**config.mk**
```make
export PLATFORM = sky130hd
export DESIGN_NAME = thermostat_share_codec
export DESIGN_NICKNAME = d
export VERILOG_FILES = /design/src/rtl/thermostat_mask_pkg.sv /design/src/rtl/thermostat_share_codec_mask_lfsr.sv /design/src/rtl/thermostat_share_codec.sv
export SDC_FILE = /design/constraint.sdc
export NUM_CORES = 1
export LEC_CHECK = 0
export ABC_CLOCK_PERIOD_IN_PS = 2400
export BUFFER_PORTS_ARGS = -buffer_cell sky130_fd_sc_hd__clkbuf_2
export CAP_MARGIN = 0
export CORE_ASPECT_RATIO = 0.5
export CORE_MARGIN = 10
export CORE_UTILIZATION = 40
export CTS_CLUSTER_SIZE = 24
export DETAILED_ROUTE_END_ITERATION = 6
export PLACE_DENSITY = 0.66
export SLEW_MARGIN = 20
export SYNTH_ARGS = -nofsm -noshare
export SYNTH_HDL_FRONTEND = slang
export SYNTH_SLANG_ARGS = --single-unit
```
**constraint.sdc**
```tcl
create_clock -name clk -period 2.4 [get_ports clk]
set_input_delay 0.36 -clock clk [delete_from_list [all_inputs] [get_ports clk]]
set_output_delay 0.36 -clock clk [all_outputs]
set_load 0.005 [all_outputs]
```
**src/rtl/thermostat_mask_pkg.sv**
```systemverilog
// Shared types and helpers for the two-share masked thermostat codec:
// FSM states, LFSR polynomial, share-pair struct and mask/unmask helpers.
package thermostat_mask_pkg;

  typedef enum logic [1:0] {
    ST_IDLE,
    ST_WAIT,
    ST_CAPT,
    ST_OUT
  } codec_state_e;

  // Right-shifting Galois taps for x^32 + x^22 + x^2 + x + 1
  localparam logic [31:0] LFSR_POLY = 32'h8020_0003;

  typedef struct packed {
    logic s0;
    logic s1;
  } share_t;

  function automatic share_t mask(input logic x, input logic m);
    share_t p;
    p.s0 = x ^ m;
    p.s1 = m;
    return p;
  endfunction

  function automatic logic unmask(input share_t p);
    return p.s0 ^ p.s1;
  endfunction

endpackage

```
**src/rtl/thermostat_share_codec_mask_lfsr.sv**
```systemverilog
// 32-bit Galois LFSR supplying masks and refresh bits; steps only when
// told to, and never runs from an all-zero state.
module mask_lfsr
  import thermostat_mask_pkg::*;
#(
  parameter logic [31:0] SEED = 32'hACE1_2024
) (
  input  logic        clk,
  input  logic        rst,
  input  logic        advance,
  output logic [31:0] state
);

  // An all-zero register would lock the sequence, so a zero seed becomes 1
  localparam logic [31:0] SEED_NZ = (SEED == 32'h0) ? 32'h1 : SEED;

  always_ff @(posedge clk) begin
    if (rst) begin
      state <= SEED_NZ;
    end else if (advance) begin
      state <= {1'b0, state[31:1]} ^ (state[0] ? LFSR_POLY : 32'h0);
    end
  end

endmodule

```
**src/rtl/thermostat_share_codec.sv**
```systemverilog
// Plaintext endpoint of the masked thermostat core: splits each request into
// registered Boolean shares, waits out the core, recombines the result.
module thermostat_share_codec
  import thermostat_mask_pkg::*;
#(
  parameter int unsigned CORE_LATENCY = 1,
  parameter logic [31:0] SEED         = 32'hACE1_2024
) (
  input  logic clk,
  input  logic rst,
  input  logic in_valid,
  output logic in_ready,
  input  logic too_cold,
  input  logic too_hot,
  input  logic mode,
  input  logic fan_on,
  output logic out_valid,
  input  logic out_ready,
  output logic heater,
  output logic aircon,
  output logic fan,
  output logic too_cold0,
  output logic too_cold1,
  output logic too_hot0,
  output logic too_hot1,
  output logic mode0,
  output logic mode1,
  output logic fan_on0,
  output logic fan_on1,
  output logic r0,
  output logic r1,
  output logic r2,
  output logic r3,
  input  logic heater0,
  input  logic heater1,
  input  logic aircon0,
  input  logic aircon1,
  input  logic fan0,
  input  logic fan1
);

  localparam int unsigned CNT_W = $clog2(CORE_LATENCY + 1);

  generate
    if (CORE_LATENCY == 0) begin : g_bad_latency
      $error("thermostat_share_codec: CORE_LATENCY must be at least 1");
    end
  endgenerate

  codec_state_e     state_q, state_d;
  logic [CNT_W-1:0] cnt_q, cnt_d;
  logic [31:0]      lfsr_state;
  logic             accept;

  share_t           cold_p0, hot_p0, mode_p0, fan_on_p0;
  logic   [3:0]     r_p0;
  logic             heater_p1, aircon_p1, fan_p1;

  assign in_ready  = (state_q == ST_IDLE);
  assign out_valid = (state_q == ST_OUT);
  assign accept    = in_ready && in_valid;

  mask_lfsr #(
    .SEED (SEED)
  ) u_lfsr (
    .clk     (clk),
    .rst     (rst),
    .advance (accept),
    .state   (lfsr_state)
  );

  always_comb begin
    state_d = state_q;
    cnt_d   = cnt_q;
    case (state_q)
      ST_IDLE: begin
        if (in_valid) begin
          state_d = ST_WAIT;
          cnt_d   = '0;
        end
      end
      ST_WAIT: begin
        if (cnt_q == CNT_W'(CORE_LATENCY)) begin
          state_d = ST_CAPT;
        end else begin
          cnt_d = cnt_q + CNT_W'(1);
        end
      end
      ST_CAPT: state_d = ST_OUT;
      ST_OUT: begin
        if (out_ready) begin
          state_d = ST_IDLE;
        end
      end
      default: state_d = ST_IDLE;
    endcase
  end

  always_ff @(posedge clk) begin
    if (rst) begin
      state_q <= ST_IDLE;
      cnt_q   <= '0;
    end else begin
      state_q <= state_d;
      cnt_q   <= cnt_d;
    end
  end

  // Stage p0: shares and refresh bits, loaded from the pre-advance LFSR state
  always_ff @(posedge clk) begin
    if (rst) begin
      cold_p0   <= '0;
      hot_p0    <= '0;
      mode_p0   <= '0;
      fan_on_p0 <= '0;
      r_p0      <= '0;
    end else if (accept) begin
      cold_p0   <= mask(too_cold, lfsr_state[3]);
      hot_p0    <= mask(too_hot,  lfsr_state[2]);
      mode_p0   <= mask(mode,     lfsr_state[1]);
      fan_on_p0 <= mask(fan_on,   lfsr_state[0]);
      r_p0      <= lfsr_state[7:4];
    end
  end

  // Stage p1: recombined result, held until the consumer takes it
  always_ff @(posedge clk) begin
    if (rst) begin
      heater_p1 <= 1'b0;
      aircon_p1 <= 1'b0;
      fan_p1    <= 1'b0;
    end else if (state_q == ST_CAPT) begin
      heater_p1 <= unmask('{s0: heater0, s1: heater1});
      aircon_p1 <= unmask('{s0: aircon0, s1: aircon1});
      fan_p1    <= unmask('{s0: fan0,    s1: fan1});
    end
  end

  assign too_cold0 = cold_p0.s0;
  assign too_cold1 = cold_p0.s1;
  assign too_hot0  = hot_p0.s0;
  assign too_hot1  = hot_p0.s1;
  assign mode0     = mode_p0.s0;
  assign mode1     = mode_p0.s1;
  assign fan_on0   = fan_on_p0.s0;
  assign fan_on1   = fan_on_p0.s1;
  assign {r0, r1, r2, r3} = r_p0;

  assign heater = heater_p1;
  assign aircon = aircon_p1;
  assign fan    = fan_p1;

endmodule

```
==> results of run 1 <==
worst paths after layout:
path / slack, ns / from / cells after the start / end
hold reg to reg: 0.45 / u_lfsr.state[5] / 2 / r_p0[1]
setup / recovery: 0.74 / state_q[0] / 6 / too_hot0
setup reg to reg: 0.74 / state_q[0] / 6 / too_hot0
hold / removal: 0.36 / aircon0 / 3 / aircon
cell usage after synthesis (2+ instances only):
cell type	n	area, um2
a211oi_1	3	22.52
a211oi_2	5	62.56
a21oi_1	27	135.1
buf_1	2	7.510
buf_2	6	30.03
buf_4	3	22.52
clkbuf_1	2	7.510
dfxtp_1	47	940.9
ha_1	5	62.56
inv_1	2	7.510
nand2_1	64	240.2
nand2b_1	2	12.51
nand3b_1	8	60.06
nor2_1	11	41.29
nor2b_1	3	18.77
nor3_1	2	10.01
xnor2_1	9	78.83
cells by family after synthesis:
family          after synthesis  share of synthesized area, %
flops                        47                         50.95
simple gates                 95                         22.49
mux                           1                        0.5420
fa+ha+maj                     5                         3.388
buf+inv                      16                         4.675
xor+xnor                     10                         4.743
compound gates               38                         13.21
area by class of cell:
| type | instances | share of cell area, % |
|---|---|---|
| clock buffers | 6 | 3.481 |
| flip-flops and latches | 47 | 45.14 |
| multi-input cells | 149 | 39.32 |
| repair buffers | 33 | 8.283 |
| well taps | 57 | 3.421 |
| inverters | 2 | 0.3601 |
power groups by stage:
stage | Combinational, mW | Clock, mW | Sequential, mW
after floorplan | 0.538 | 0 | 1.05
after global placement | 0.656 | 0 | 1.07
after detailed placement | 0.678 | 0 | 1.07
after CTS | 0.680 | 0.447 | 1.06
after global routing | 0.771 | 0.471 | 1.08
final | 0.669 | 0.427 | 1.05
worst min-delay path, cell delays in order:
cell      delay [ns]
clkbuf_2        0.08
xnor2_1         0.10
a211oi_1        0.06
stage by stage:
stage	util, %	hold slack (ns)	power (mW)
4_1_cts	47.12	0.3518	2.182
3_5_place_dp	45.48	0.4450	1.751
3_3_place_gp	45.48	0.4360	1.723
6_report	47.12	0.3618	2.150
2_1_floorplan	-	0.4321	1.588
5_1_grt	47.12	0.3638	2.321
routing by layer:
metal,wire [um],global-route usage [%]
met5,0,0
met4,58,4.644
met3,154,3.578
met2,1577,14.73
met1,1683,10.88
==> results by group, run 1 <==
Status
  – Status: completed

Final layout
  – Fillcell total: between 400 and 500
  – N_diodes: 0
  – P&R area growth vs syn: 12.87%
  – Most common cell after layout, fill and taps aside: nand2_1
  – FF/Latch Area: 940.9 um2
  – Multi-input gate area: 819.5 um2
  – Commonest non-fill, non-tap cells in the layout: 64 x nand2_1, 47 x dfxtp_1, 30 x clkbuf_2
  – Top reg by flops: u_lfsr.state
  – Final #Nets: approximately 260
  – Largest register FFs: 30
  – Largest registers: u_lfsr.state: 30 flops, r_p0: 3 flops, state_q: 2 flops
  – Fin area: ~2100 um2
  – Fraction of layout cells with a size suffix above 1: 18.57%
  – Layout Cells excl Fill: 294

Logic synthesis
  – Yosys warning total: 0
  – Yosys cell types: 28
  – Synthesized flop and latch total: 47
  – Post-synth EDFFs: 0
  – Mapped Area: ~1800 um2
  – Post-Synthesis Cells: 212
  – Mean post-synth cell area: around 8.7 um2
  – Seq/Total Area, Yosys: ~51%
  – Syn nets: approximately 230
  – Post-synth ARST share: 0%
  – Dominant synthesized flop cell: dfxtp_1

Critical path
  – Critical path endpoint category: flop
  – Critical path required time: 2.61 ns
  – Worst-path fanout max: 40
  – CP Class: flop to flop
  – Critical-path cell list: inv_1 > ha_1 > and2_1 > buf_4 > nor2_1 > a211oi_2
  – CP max stage cell: buf_4
  – Setup crit start kind: flop
  – Cell family with most CP delay: buffers and inverters
  – Worst Path Buf+Inv: 2
  – CP max stage delay: between 0.3 and 0.4 ns
  – Data arrival, critical path: between 1.5 and 2 ns

Floorplan
  – Die H: roughly 70 um
  – IO Count: 31
  – Core area: 4424 um2
  – DIE AREA: approximately 7900 um2
  – Rows: 17
  – Die Span X: around 120 um
  – Initial core utilization: 41.74%

Clock network
  – Max Buffers Root-to-Sink: 2
  – Root Driver: clkbuf_8
  – Post-CTS Hold Buffers: 0
  – CTS clk-pin slew, worst paths: about 0.08 ns
  – CTS tree: yes
  – CTS resizes: 0
  – Cts bufs inserted: 5
  – Clk Latency, worst-skew pair: just under 0.3 ns
  – Clock sinks: between 40 and 50
  – Post-CTS setup buffers: 0
  – H-tree Lvls: 2

GRT
  – Largest net degree at the start of global routing: 49
  – Antenna violations before repair: 0
  – First-pass GRT wire length: between 5000 and 6000 um
  – Grt ovf: 0
  – Vias in the first global route: roughly 1,300
  – All-layer global routing usage: between 9 and 10%

Routing
  – Routed WL per cell: around 12 um
  – Via count: 1,381
  – Drt first pass iters: 4
  – Vias per cell: between 4 and 5
  – Antenna-violating nets left: 0
  – Final WL: 3474 um
  – DR iter-0 viols: 52
  – # DRC: 0

Timing
  – Slew @ Worst Pin: 0.4866 ns
  – Setup TNS: 0 ns
  – RSZ-0062 raised after global routing: false
  – Max Slew Vio Count: 0
  – Minimum clock period: ~1.7 ns
  – Period utilisation layout: 69.10%
  – Clock Skews: roughly 0.0049 ns
  – Slew margin rel.: roughly two thirds
  – Fmax: ~0.6 GHz
  – Fin. Hold Viols: 0
  – Setup-failing EPs final: 0
  – Final WS setup: between 0.7 and 0.8 ns

Hold path
  – HP Class: input port to flop

Power and ir drop
  – Net Sw Frac: roughly 34%
  – Static leakage: 0.8379 nW
  – Combinational group share of total power: between 30 and 40%
  – P_sw: around 0.73 mW
  – Int Power: 1.423 mW
  – VDD IR max: about 520 uV
  – Clock power share: around a fifth
  – Sequential Power Share: about 49%
  – Pwr Density: slightly above 1000 nW/um2

Place
  – Routability cong.: between 0.6 and 0.7
  – DP Area: slightly above 2000 um2
  – Port bufs: 30
  – Post-DP HPWL: between 2000 and 2500 um
  – Inst Count DP: 288
  – Place WS: roughly 0.75 ns

Job
  – Max cap viols: 0
No activity file was read; power rests on OpenSTA's default activity.
==> run 2: changes to the inputs <==
ABC_AREA = 1   (was not set)
ABC_CLOCK_PERIOD_IN_PS = 1600   (was 2400)
clock period = 1.6 ns   (was 2.4 ns; I/O delays follow)
==> results by group, run 2 <==
Clock network
  – Max Buffers Root-to-Sink: 2
  – CTS tree: yes
  – Cts bufs inserted: 5
  – Post-CTS setup buffers: 0
  – Clk Latency, worst-skew pair: 0.30 ns
  – Post-CTS Hold Buffers: 0
  – H-tree Lvls: 2
  – Root Driver: clkbuf_8
  – CTS resizes: 0
  – Clock sinks: 47
  – CTS clk-pin slew, worst paths: ~0.09 ns

Final layout
  – Largest register FFs: 30
  – Commonest non-fill, non-tap cells in the layout: 49 x nor2_1, 47 x dfxtp_1, 39 x nand2_1
  – N_diodes: 0
  – Core Util, Final: around half
  – P&R area growth vs syn: 18.53%
  – Most common cell after layout, fill and taps aside: nor2_1
  – Fraction of layout cells with a size suffix above 1: 18.22%
  – Final #Nets: between 200 and 300
  – Largest registers: u_lfsr.state: 30 flops, r_p0: 3 flops, state_q: 2 flops
  – Top reg by flops: u_lfsr.state

Timing
  – Minimum clock period: about 1.4 ns
  – Slew @ Worst Pin: a little over 0.3 ns
  – Setup-failing EPs final: 0
  – Period utilisation layout: around 86%
  – Fin. Hold Viols: 0
  – Setup TNS: 0 ns
  – Fmax: 0.7280 GHz
  – Clock Skews: 0.007148 ns
  – Final WS setup: between 0.2 and 0.25 ns
  – RSZ-0062 raised after global routing: false
  – Max Slew Vio Count: 0
  – Slew margin rel.: 79.34%

Floorplan
  – Initial core utilization: around two fifths
  – Rows: 17
  – DIE AREA: a little under 8000 um2
  – Die H: just under 70 um
  – Core area: 4382 um2
  – Die Span X: about 120 um
  – IO Count: 31

Status
  – Status: completed

Routing
  – Via count: 1,440
  – Antenna-violating nets left: 0
  – Routed WL per cell: ~11 um
  – Final WL: approximately 3600 um
  – DR iter-0 viols: 83
  – Drt first pass iters: 4
  – Vias per cell: between 4 and 5
  – # DRC: 0

Power and ir drop
  – Static leakage: 0.9820 nW
  – Pwr Density: between 1500 and 2000 nW/um2
  – Power Total: a little under 4 mW
  – VDD IR max: about 550 uV

Logic synthesis
  – Ranking of synthesized cells by area: dfxtp_1 52%, nor2_1 10%, nand2_1 8.1%
  – Yosys warning total: 0
  – Post-Synth Simple-Gate Area: a little over a fifth
  – Synth Area in Adders: under 10%
  – Post-Synthesis Cells: around 230
  – Mapped Area: ~1800 um2
  – Cell taking the most area after synthesis: dfxtp_1
  – Post-synth ARST share: 0%
  – Main combinational cell family by area after synthesis: simple AND/OR/NAND/NOR gates
  – Post-Synth XOR/XNOR Area: under 10%
  – Post-synth EDFFs: 0
  – Compound-cell area share of the yosys netlist: 11.50%
  – Syn nets: 246
  – Top post-synthesis cells by count: 49 x nor2_1, 47 x dfxtp_1, 39 x nand2_1
  – Top-count cell post-synth: nor2_1
  – Seq/Total Area, Yosys: approximately 52%
  – Mux contribution to synthesized area: 0%
  – Yosys cell types: 17
  – Synthesized flop and latch total: 47
  – Dominant synthesized flop cell: dfxtp_1
  – Mean post-synth cell area: roughly 8.0 um2
  – Post-synth top area share: 51.79%

Place
  – Place WS: 0.2651 ns
  – Port bufs: 30
  – Routability cong.: 0.7321
  – Post-DP HPWL: roughly 2400 um

Critical path
  – Worst-case reg-to-reg path depth: 8
  – Reg2reg setup slack: around 0.25 ns
  – Critical path required time: 1.36 ns
  – CP endpoint: in_ready
  – CP Class: flop to output port
  – Crit path from: state_q[0]
  – Data arrival, critical path: 1.13 ns
  – RR Endpoint: u_lfsr.state[0]
  – Critical R2R Launch: state_q[0]
  – Critical path endpoint category: output port
  – Setup crit start kind: flop
  – Worst-path fanout max: 4

Job
  – Max cap viols: 0

GRT
  – Largest net degree at the start of global routing: 40
  – First-pass GRT wire length: approximately 6200 um
  – Grt ovf: 0
  – Antenna violations before repair: 0
  – Vias in the first global route: 1,365
  – All-layer global routing usage: 9.776%

Hold path
  – HP Class: input port to flop
-- run 2: report_power, final --
| group | internal [mW] | leakage [nW] | switching (mW) |
|---|---|---|---|
| Sequential | 1.50 | 0.388 | 0.194 |
| Clock | 0.623 | 0.0644 | 0.400 |
| Combinational | 0.524 | 0.530 | 0.705 |
-- run 2: cells by family after synthesis --
kind of cell,after synthesis
adders and majority gates,5
AOI/OAI and AO/OA,41
DFF,47
and+or+nand+nor,100
xor gates and xnor gates,9
buffers and inverters,25
-- run 2: area by class of cell --
class | instances | area (um2)
clock inverters | 3 | 67.56
fillers | 416 | 2228
clock buffers | 5 | 68.82
flip-flops and latches | 47 | 940.9
repair buffers | 35 | 212.7
inverters | 13 | 48.80
well taps | 57 | 71.32
multi-input cells | 155 | 743.2
-- run 2: layer usage --
layer / up-vias / part of all wire, % / GRT usage (%) / wire (um)
li1: 772 / - / - / -
met1: 634 / 47 / 10.66 / 1689
met2: 29 / 43 / 15.99 / 1539
met3: 5 / 7.6 / 4.244 / 271
met4: 0 / 2.0 / 5.521 / 71
met5: - / 0 / 0 / 0
-- run 2: worst max-delay path: stages, from the launching register on --
cell and delay, ns:
dfxtp_1 0.37, inv_1 0.10, ha_1 0.24, clkbuf_2 0.12
-- run 2: metrics by stage --
stage	instance area, um2	hold WS, ns	std cells
finish	2153	0.2174	315
CTS	2153	0.2100	315
global route	2153	0.2156	315
global placement	2017	0.4402	307
floorplan	1817	0.3995	227
detailed placement	2017	0.4468	307
-- run 2: how the worst min path moves through the flow --
stage | to | depth (start not counted) | startpoint | slack (ns)
floorplan | aircon | 3 | rst | 0.40
global placement | u_lfsr.state[23] | 2 | u_lfsr.state[24] | 0.44
detailed placement | u_lfsr.state[26] | 2 | u_lfsr.state[27] | 0.45
CTS | mode0 | 3 | mode | 0.21
global route | too_hot0 | 3 | too_hot | 0.22
finish | mode0 | 3 | mode | 0.22
==> run 3: changes to the inputs <==
--- a/config.mk
+++ b/config.mk
@@ -7,3 +7,2 @@
 export LEC_CHECK = 0
-export ABC_AREA = 1
 export ABC_CLOCK_PERIOD_IN_PS = 1600
@@ -16,3 +15,3 @@
 export DETAILED_ROUTE_END_ITERATION = 6
-export PLACE_DENSITY = 0.66
+export PLACE_DENSITY = 0.7
 export SLEW_MARGIN = 20
--- a/constraint.sdc
+++ b/constraint.sdc
@@ -3,2 +3,2 @@
 set_output_delay 0.24 -clock clk [all_outputs]
-set_load 0.005 [all_outputs]
+set_load 0.02 [all_outputs]
==> results by group, run 3 (synthesis gave the netlist of run 1 again) <==
Timing
  – Period utilisation layout: approximately 94%
  – Setup TNS: 0 ns
  – Slew @ Worst Pin: between 0.3 and 0.4 ns
  – Fin. Hold Viols: 0
  – Setup-failing EPs final: 0
  – Slew margin rel.: 77.91%
  – Final WS setup: 0.08968 ns
  – Max Slew Vio Count: 0
  – RSZ-0062 raised after global routing: false
  – Minimum clock period: ~1.5 ns
  – Fmax: ~0.66 GHz
  – Clock Skews: roughly 0.0063 ns

Critical path
  – Critical R2R Launch: state_q[0]
  – Critical path endpoint category: flop
  – Worst-case reg-to-reg path depth: 5
  – Data arrival, critical path: around 1.7 ns
  – CP max stage delay: 0.52 ns
  – Critical-path cell list: inv_1 > ha_2 > nor2b_1 > or4_1 > o31ai_1
  – Worst-path fanout max: 6
  – Setup crit start kind: flop
  – CP max stage cell: or4_1
  – RR Endpoint: state_q[0]
  – CP Class: flop to flop
  – Critical path required time: around 1.8 ns
  – Reg2reg setup slack: about 0.09 ns

Final layout
  – Top reg by flops: u_lfsr.state
  – N_diodes: 0
  – Fin area: about 2200 um2
  – Final #Nets: 260
  – Largest registers: u_lfsr.state: 30 flops, r_p0: 3 flops, state_q: 2 flops
  – Commonest non-fill, non-tap cells in the layout: 64 x nand2_1, 45 x dfxtp_1, 30 x clkbuf_2
  – Layout Cells excl Fill: approximately 300
  – P&R area growth vs syn: 16.60%
  – Fraction of layout cells with a size suffix above 1: ~22%
  – Most common cell after layout, fill and taps aside: nand2_1
  – Largest register FFs: 30

Power and ir drop
  – VDD IR max: between 700 and 800 uV
  – Power Total: 3.502 mW
  – Pwr Density: approximately 1600 nW/um2
  – Static leakage: roughly 0.86 nW

Routing
  – DR iter-0 viols: 50
  – Final WL: approximately 3500 um
  – Vias per cell: between 4 and 5
  – Drt first pass iters: 4
  – Via count: 1,446
  – Routed WL per cell: roughly 12 um
  – Antenna-violating nets left: 0
  – # DRC: 0

GRT
  – First-pass GRT wire length: between 6000 and 7000 um
  – Antenna violations before repair: 0
  – Grt ovf: 0
  – Vias in the first global route: about 1,400
  – All-layer global routing usage: a little under a tenth
  – Largest net degree at the start of global routing: around 40

Floorplan
  – Die H: 68.05 um
  – Rows: 17
  – DIE AREA: 7899 um2
  – Initial core utilization: a little over two fifths
  – Die Span X: roughly 120 um
  – IO Count: 31
  – Core area: around 4400 um2

Hold path
  – Hold_sp: aircon0
  – Hold Path Depth: 3
  – Hold EP: aircon
  – HP Class: input port to flop

Place
  – DP Area: around 2000 um2
  – Post-DP HPWL: 2482 um
  – Place WS: 0.01375 ns
  – Inst Count DP: between 200 and 300
  – Port bufs: 30
  – Routability cong.: ~0.8

Clock network
  – Clock sinks: between 40 and 50
  – Clk Latency, worst-skew pair: 0.30 ns
  – CTS clk-pin slew, worst paths: about 0.080 ns
  – CTS tree: yes
  – CTS resizes: 1
  – H-tree Lvls: 2
  – Root Driver: clkbuf_8
  – Post-CTS setup buffers: 0
  – Max Buffers Root-to-Sink: 2
  – Post-CTS Hold Buffers: 0
  – Cts bufs inserted: 5

Job
  – Max cap viols: 0

Status
  – Status: completed
-- run 3: cell types whose count changed in the layout (fill, tap and decap cells not counted), sizes merged, moves of 3 or more --
| cell | change |
|---|---|
| a21oi | +13 |
| nor2b | +3 |
| inv | -11 |
| xnor2 | +4 |
| a211oi | +8 |
| o21ai | -27 |
| xor2 | -3 |
| nand2 | +25 |
| nor2 | -38 |
| nand3 | -9 |
| nand3b | +8 |
-- run 3: layout make-up --
cell class | count | area, um2
Clock buffer | 5 | 68.82
Clock inverter | 3 | 20.02
Fill cell | 430 | 2271
Inverter | 2 | 7.507
Multi-Input combinational cell | 149 | 822.0
Sequential cell | 47 | 943.4
Tap cell | 57 | 71.32
Timing Repair Buffer | 36 | 220.2
-- run 3: power breakdown --
group | switching (mW) | internal [mW] | leakage [nW] | total (mW)
sequential | 0.154 | 1.43 | 0.387 | 1.58
combinational | 0.713 | 0.490 | 0.438 | 1.20
clock | 0.411 | 0.304 | 0.0402 | 0.715
-- run 3: worst max path at each step --
stage                from    endpoint  slack (ns)  depth (start not counted)
2_1_floorplan  state_q[0]  state_q[0]        0.06                          5
3_3_place_gp   state_q[0]  state_q[0]        0.12                          5
3_5_place_dp   state_q[0]  state_q[0]        0.01                          5
4_1_cts        state_q[1]  state_q[0]        0.04                          5
5_1_grt        state_q[1]  state_q[0]       0.007                          5
6_report       state_q[0]  state_q[0]        0.09                          5
-- run 3: stage by stage --
stage	util [%]	hold slack (ns)
after floorplan	-	0.4236
after global placement	46.55	0.4371
after detailed placement	46.55	0.4468
after CTS	48.61	0.2246
after global routing	48.67	0.2409
final	48.67	0.2240
-- run 3: worst max-delay path: cells and delay by family, from the launching register on --
kind,cells,cell delay (ns)
adder cells (fa/ha/maj),1,0.22
flip-flops,1,0.35
AND/OR/NAND/NOR,2,0.67
buffers and inverters,1,0.09
AO/OA/AOI/OAI,1,0.09
-- run 3: metal layers --
layer  GRT usage (%)  part of all wire (%)  vias to the layer above
met4           5.573                   2.2                        0
li1                -                     -                      747
met3           3.403                   4.5                        9
met5               0                     0                        -
met2           16.28                    47                       20
met1           10.13                    46                      670
